File: config.mk
export PLATFORM = sky130hd
export DESIGN_NAME = alu_exec_unit
export DESIGN_NICKNAME = d
export VERILOG_FILES = /design/src/rtl/alu_exec_unit.sv
export SDC_FILE = /design/constraint.sdc
export NUM_CORES = 1
export LEC_CHECK = 0
export CAP_MARGIN = 20
export CORE_ASPECT_RATIO = 0.9
export CORE_MARGIN = 2
export CORE_UTILIZATION = 40
export DETAILED_ROUTE_END_ITERATION = 10
export GPL_TIMING_DRIVEN = 0
export PLACE_DENSITY = 0.71
export SYNTH_ARGS = -nofsm -noshare
export SYNTH_HDL_FRONTEND = slang
export SYNTH_SLANG_ARGS = --single-unit
File: constraint.sdc
create_clock -name clk -period 3.95 [get_ports clk]
set_clock_uncertainty 0.15 [all_clocks]
set_input_delay 0.5925 -clock clk [delete_from_list [all_inputs] [get_ports clk]]
set_output_delay 0.5925 -clock clk [all_outputs]
set_load 0.03 [all_outputs]
File: src/rtl/alu_exec_unit.sv
// alu_exec_unit: execute-stage ALU with valid/ready handshake on both sides.
// Logic/arithmetic ops finish in one cycle; SLL/SRL/SRA shift one bit per
// cycle. Optional macro ALU_OVERFLOW_EN adds a registered signed-overflow
// output for ADD/SUB.
module alu_exec_unit #(
    parameter int WIDTH   = 32,
    parameter int SHAMT_W = 5
) (
    input  logic             clk,
    input  logic             rst_n,
    input  logic             in_valid,
    output logic             in_ready,
    input  logic [3:0]       operation,
    input  logic [WIDTH-1:0] a,
    input  logic [WIDTH-1:0] b,
    output logic             out_valid,
    input  logic             out_ready,
    output logic [WIDTH-1:0] result,
    output logic             zero
`ifdef ALU_OVERFLOW_EN
    ,
    output logic             overflow
`endif
);

    localparam logic [3:0] OP_AND = 4'b0000;
    localparam logic [3:0] OP_OR  = 4'b0001;
    localparam logic [3:0] OP_ADD = 4'b0010;
    localparam logic [3:0] OP_SUB = 4'b0110;
    localparam logic [3:0] OP_SLT = 4'b0111;
    localparam logic [3:0] OP_SLL = 4'b1000;
    localparam logic [3:0] OP_SRL = 4'b1001;
    localparam logic [3:0] OP_SRA = 4'b1010;
    localparam logic [3:0] OP_XOR = 4'b1100;

    typedef enum logic [1:0] {
        IDLE  = 2'd0,
        SHIFT = 2'd1,
        DONE  = 2'd2
    } state_t;

    state_t             state;
    logic [WIDTH-1:0]   result_p1;
    logic               zero_p1;
    logic [SHAMT_W-1:0] cnt_p1;
    logic [1:0]         kind_p1;
    logic [WIDTH-1:0]   alu_p0;
    logic [WIDTH-1:0]   shifted_p1;
    logic [SHAMT_W-1:0] shamt_p0;
`ifdef ALU_OVERFLOW_EN
    logic               ovf_p1;
`endif

    function automatic logic is_shift(input logic [3:0] op);
        return (op == OP_SLL) || (op == OP_SRL) || (op == OP_SRA);
    endfunction

    // Single-cycle ops; undefined codes yield 0.
    function automatic logic [WIDTH-1:0] alu_single(input logic [3:0] op,
                                                    input logic [WIDTH-1:0] x,
                                                    input logic [WIDTH-1:0] y);
        logic signed [WIDTH-1:0] sx;
        logic signed [WIDTH-1:0] sy;
        sx = x;
        sy = y;
        case (op)
            OP_AND:  return x & y;
            OP_OR:   return x | y;
            OP_XOR:  return x ^ y;
            OP_ADD:  return x + y;
            OP_SUB:  return x - y;
            OP_SLT:  return (sx < sy) ? WIDTH'(1) : '0;
            default: return '0;
        endcase
    endfunction

    // One-bit shift step; kind is the low two opcode bits (00 SLL, 01 SRL, 10 SRA).
    function automatic logic [WIDTH-1:0] shift_one(input logic [1:0] kind,
                                                   input logic [WIDTH-1:0] v);
        case (kind)
            2'b00:   return {v[WIDTH-2:0], 1'b0};
            2'b01:   return {1'b0, v[WIDTH-1:1]};
            2'b10:   return {v[WIDTH-1], v[WIDTH-1:1]};
            default: return v;
        endcase
    endfunction

`ifdef ALU_OVERFLOW_EN
    // Signed overflow of ADD/SUB judged from operand and result sign bits.
    function automatic logic add_sub_ovf(input logic [3:0] op,
                                         input logic [WIDTH-1:0] x,
                                         input logic [WIDTH-1:0] y,
                                         input logic [WIDTH-1:0] r);
        case (op)
            OP_ADD:  return (x[WIDTH-1] == y[WIDTH-1]) && (r[WIDTH-1] != x[WIDTH-1]);
            OP_SUB:  return (x[WIDTH-1] != y[WIDTH-1]) && (r[WIDTH-1] != x[WIDTH-1]);
            default: return 1'b0;
        endcase
    endfunction
`endif

    assign alu_p0     = alu_single(operation, a, b);
    assign shamt_p0   = b[SHAMT_W-1:0];
    assign shifted_p1 = shift_one(kind_p1, result_p1);

    // ---- stage p1: registered outputs ----
    assign in_ready  = rst_n && (state == IDLE);
    assign out_valid = (state == DONE);
    assign result    = result_p1;
    assign zero      = zero_p1;
`ifdef ALU_OVERFLOW_EN
    assign overflow  = ovf_p1;
`endif

    // Control FSM plus the result/work register it sequences.
    always_ff @(posedge clk) begin
        if (!rst_n) begin
            state     <= IDLE;
            result_p1 <= '0;
            zero_p1   <= 1'b1;
            cnt_p1    <= '0;
            kind_p1   <= 2'b00;
`ifdef ALU_OVERFLOW_EN
            ovf_p1    <= 1'b0;
`endif
        end else begin
            case (state)
                IDLE: begin
                    if (in_valid) begin
                        if (is_shift(operation)) begin
                            // result_p1 doubles as the shift work register
                            result_p1 <= a;
                            zero_p1   <= ~|a;
                            kind_p1   <= operation[1:0];
                            cnt_p1    <= shamt_p0;
                            state     <= (shamt_p0 == '0) ? DONE : SHIFT;
`ifdef ALU_OVERFLOW_EN
                            ovf_p1    <= 1'b0;
`endif
                        end else begin
                            result_p1 <= alu_p0;
                            zero_p1   <= ~|alu_p0;
                            state     <= DONE;
`ifdef ALU_OVERFLOW_EN
                            ovf_p1    <= add_sub_ovf(operation, a, b, alu_p0);
`endif
                        end
                    end
                end
                SHIFT: begin
                    result_p1 <= shifted_p1;
                    zero_p1   <= ~|shifted_p1;
                    cnt_p1    <= cnt_p1 - SHAMT_W'(1);
                    if (cnt_p1 == SHAMT_W'(1)) begin
                        state <= DONE;
                    end
                end
                DONE: begin
                    if (out_ready) begin
                        state <= IDLE;
                    end
                end
                default: state <= IDLE;
            endcase
        end
    end

endmodule

==> results.yml <==
routing:
  drc_errors: 0
  dr.pass1.iters: 8
  routed_wl_um: 42640
  vias: 11600
  wl_per_cell_um: 24.12
  drt-initial-drc-count: 1661
  vias_per_cell: 6.558
  antenna_left: 0
setup_path:
  worstPathRequired_ps: 3990
  crit_top_cell: "nand4_1"
  path_class: "input pin to flip-flop"
  critical_path.top_delay_family: "simple AND/OR/NAND/NOR gates"
  critPathBufInv: 4
  path_max_fanout: 8
  end_kind: "flip-flop"
  critPathSlowestCell: "or4_4"
  crit_chain: "buf_2 -> inv_1 -> ha_1 -> buf_6 -> nor3_4 -> o311ai_4 -> nand3_2 -> nand4_1 -> buf_4 -> a31oi_4 -> mux2i_1 -> a211oi_2 -> nand4_1 -> or4_4 -> or4_1 -> o311ai_1"
  cp-start-kind: "input pin"
  max_stage_delay_ps: 560
  arrival_ps: 4350
finish:
  antenna-diode-count: 0
  final_area_sq_um: 12430
  final_common_cell: "mux2i_1"
  final_util_pct: 55.21
  seq_area_sq_um: 840.8
  drive_gt1_share_pct: 21.89
  n_fill_cell: 2214
  multiInputGateArea_sq_um: 8574
  final_nets: 1645
  layout_common_cells: "mux2i_1, nand2_1, a21oi_1"
  stdcell_count: 1768
  synthToLayoutAreaGrowth_pct: 35.44
die:
  ios: 107
  die_w_um: 163.7
  rows: 52
  initial_core_util_pct: 40.76
  dieArea_sq_um: 24170
  core_sq_um: 22510
  dieHeight_um: 147.7
timing:
  tns_ps: -359.5
  fin_crit_sh_pct: 109.1
  finalCriticalPeriod_ps: 4310
  fmax_mhz: 232.0
  timing.final.ws_setup_ps: -359.5
  slew_headroom_pct: 32.61
  hold_ws_ps: 407.1
  tightest_slew_ps: 1005
  finalHoldViolCount: 0
  grt_setup_unrepaired: "yes"
  final-setup-viol-count: 1
  slew_violations: 0
synth:
  synth_xor_area_share_pct: 0.1909
  avgSynthCellArea_sq_um: 7.075
  synth_edf_count: 0
  ys_seq_area_share_pct: 9.163
  synth_compound_area_share_pct: 32.77
  yosys_most_used_dff: "dfxtp_1"
  synth_fa_ha_area_share_pct: 14.21
  synth_top_family_by_area: "compound AO/OA/AOI/OAI gates"
  synthArstFlopShare_pct: 0
  synthSimpleGateAreaFrac_pct: 23.30
  yosysWarnings: 0
  synthCells: 1297
  netlist_area_sq_um: 9176
  synth_cell_types: 88
  synth_mux_area_share_pct: 11.37
  ys_ff_latch: 42
  syn-num-nets: 1472
global_route:
  antenna_found_initial: 0
  grt_max_degree: 13
  grt_pass1_vias: 10620
  grt_usage_pct: 33.78
  overflow: 0
  grt_pass1_wl_um: 63440
pwr:
  leakage_nw: 4.851
  total_power_mw: 2.717
  max-vdd-ir-drop_mv: 0.1560
  power_density_nw_per_um2: 218.6
place:
  dp.cells: 1700
  dp_hpwl_um: 32550
  gp_congestion: 1.005
  place_ws_ps: -2097
  port_buffers: 106
  dpl_cell_area_sq_um: 10630
cts:
  cts.sinks: 42
  path_clk_slew_ps: 60
  cts_htree_levels: 2
  cts_hold_buf: 0
  cts_tree: "built"
  clockBufferDepth: 2
  insertion_delay_ps: 290
  numCtsBuffers: 5
  cts-root-buf: "clkbuf_16"
worst_hold_path:
  hold_class: "flip-flop to flip-flop"
outcome:
  violations: "negative setup slack"
  status: "complete, but fails checks"
job:
  drv_cap: 0
power breakdown:
part | total, mW | internal [mW] | switching, mW
clock | 0.479 | 0.300 | 0.180
combinational | 1.72 | 0.698 | 1.02
sequential | 0.516 | 0.455 | 0.0603
total | 2.72 | 1.45 | 1.26
Yosys cell counts (all sizes together) (5+ instances only):
cell type / count / area, sq um
nor2b: 24 / 150.1
a211oi: 18 / 135.1
a21o: 12 / 90.09
dfxtp: 42 / 840.8
nand2: 105 / 394.1
and3: 9 / 56.30
nand3: 31 / 155.2
o21bai: 6 / 45.04
o31ai: 16 / 120.1
a211o: 8 / 70.07
buf: 42 / 240.2
inv: 110 / 412.9
nand4: 14 / 87.58
o31a: 8 / 70.07
nand2b: 28 / 175.2
a21boi: 23 / 172.7
or3: 9 / 56.30
nor4: 25 / 162.6
clkbuf: 45 / 168.9
o21a: 12 / 90.09
a222oi: 26 / 260.3
a221oi: 6 / 52.55
o22ai: 5 / 31.28
a31oi: 17 / 106.4
a2111oi: 6 / 77.57
ha: 101 / 1264
o211ai: 20 / 155.1
nor4b: 6 / 65.06
or4: 5 / 41.29
o311ai: 9 / 78.82
nor3b: 7 / 52.55
and2: 19 / 118.9
o21ai: 84 / 427.9
or2: 11 / 68.82
nor2: 78 / 292.8
nor3: 34 / 180.2
mux2i: 102 / 1021
o2111ai: 5 / 43.79
a21oi: 103 / 515.5
worst paths after layout:
path / to / cells past startpoint / startpoint / slack (ps)
worst max-delay path: zero / 16 / a[2] / -360
worst min-delay path: result[31] / 2 / result[31] / 410
worst max register to register: zero / 14 / kind_p1[1] / -270
worst min register to register: result[31] / 2 / result[31] / 410
worst reg2reg max path: stages (launching register included):
cell and delay, ps:
dfxtp_1 310, clkbuf_1 130, buf_4 210, buf_2 310, mux2i_1 220, mux2i_1 110, nor4_1 320, nand4_1 180
o21ai_0 290, nand4_1 180, nor4b_2 320, nand4_1 190, or4_4 560, or4_1 410, o311ai_1 240
area by class of cell:
type / count / area share, %
Multi-Input combinational cell: 1057 / 68.99
Timing Repair Buffer: 173 / 12.22
Tap cell: 297 / 2.990
Clock buffer: 7 / 1.067
Clock inverter: 1 / 0.2416
Sequential cell: 42 / 6.765
Inverter: 111 / 3.352
Buffer: 80 / 4.369
per-layer routing:
metal / part of all wire [%] / up-vias / GRT usage (%)
met5: 0 / - / 0
met4: 3.9 / 0 / 10.48
met3: 12 / 128 / 5.499
met2: 43 / 785 / 53.42
met1: 41 / 5511 / 46.89
li1: - / 5171 / -
flip-flops by register name, indices dropped and copies added, names as in the netlist:
| signal | count |
|---|---|
| zero | 1 |
| cnt_p1 | 5 |
| state | 2 |
| kind_p1 | 2 |
| result | 32 |
cell families (layout without fill, tap and decap cells):
| logic type | Yosys count | count (layout) |
|---|---|---|
| AO/OA/AOI/OAI | 434 | 434 |
| XOR/XNOR | 2 | 2 |
| adder cells (fa/ha/maj) | 103 | 103 |
| buffers and inverters | 198 | 372 |
| flip-flops | 42 | 42 |
| multiplexers | 104 | 104 |
| AND/OR/NAND/NOR | 414 | 414 |
timing repair:
item,4_1_cts,5_1_grt
endpoints found under the hold margin,0,0
cloned,0,0
buffers inserted,33,35
gates resized for setup,240,173
setup endpoints to repair,28,18
pin swaps,52,63
No activity file was read; power rests on OpenSTA's default activity.
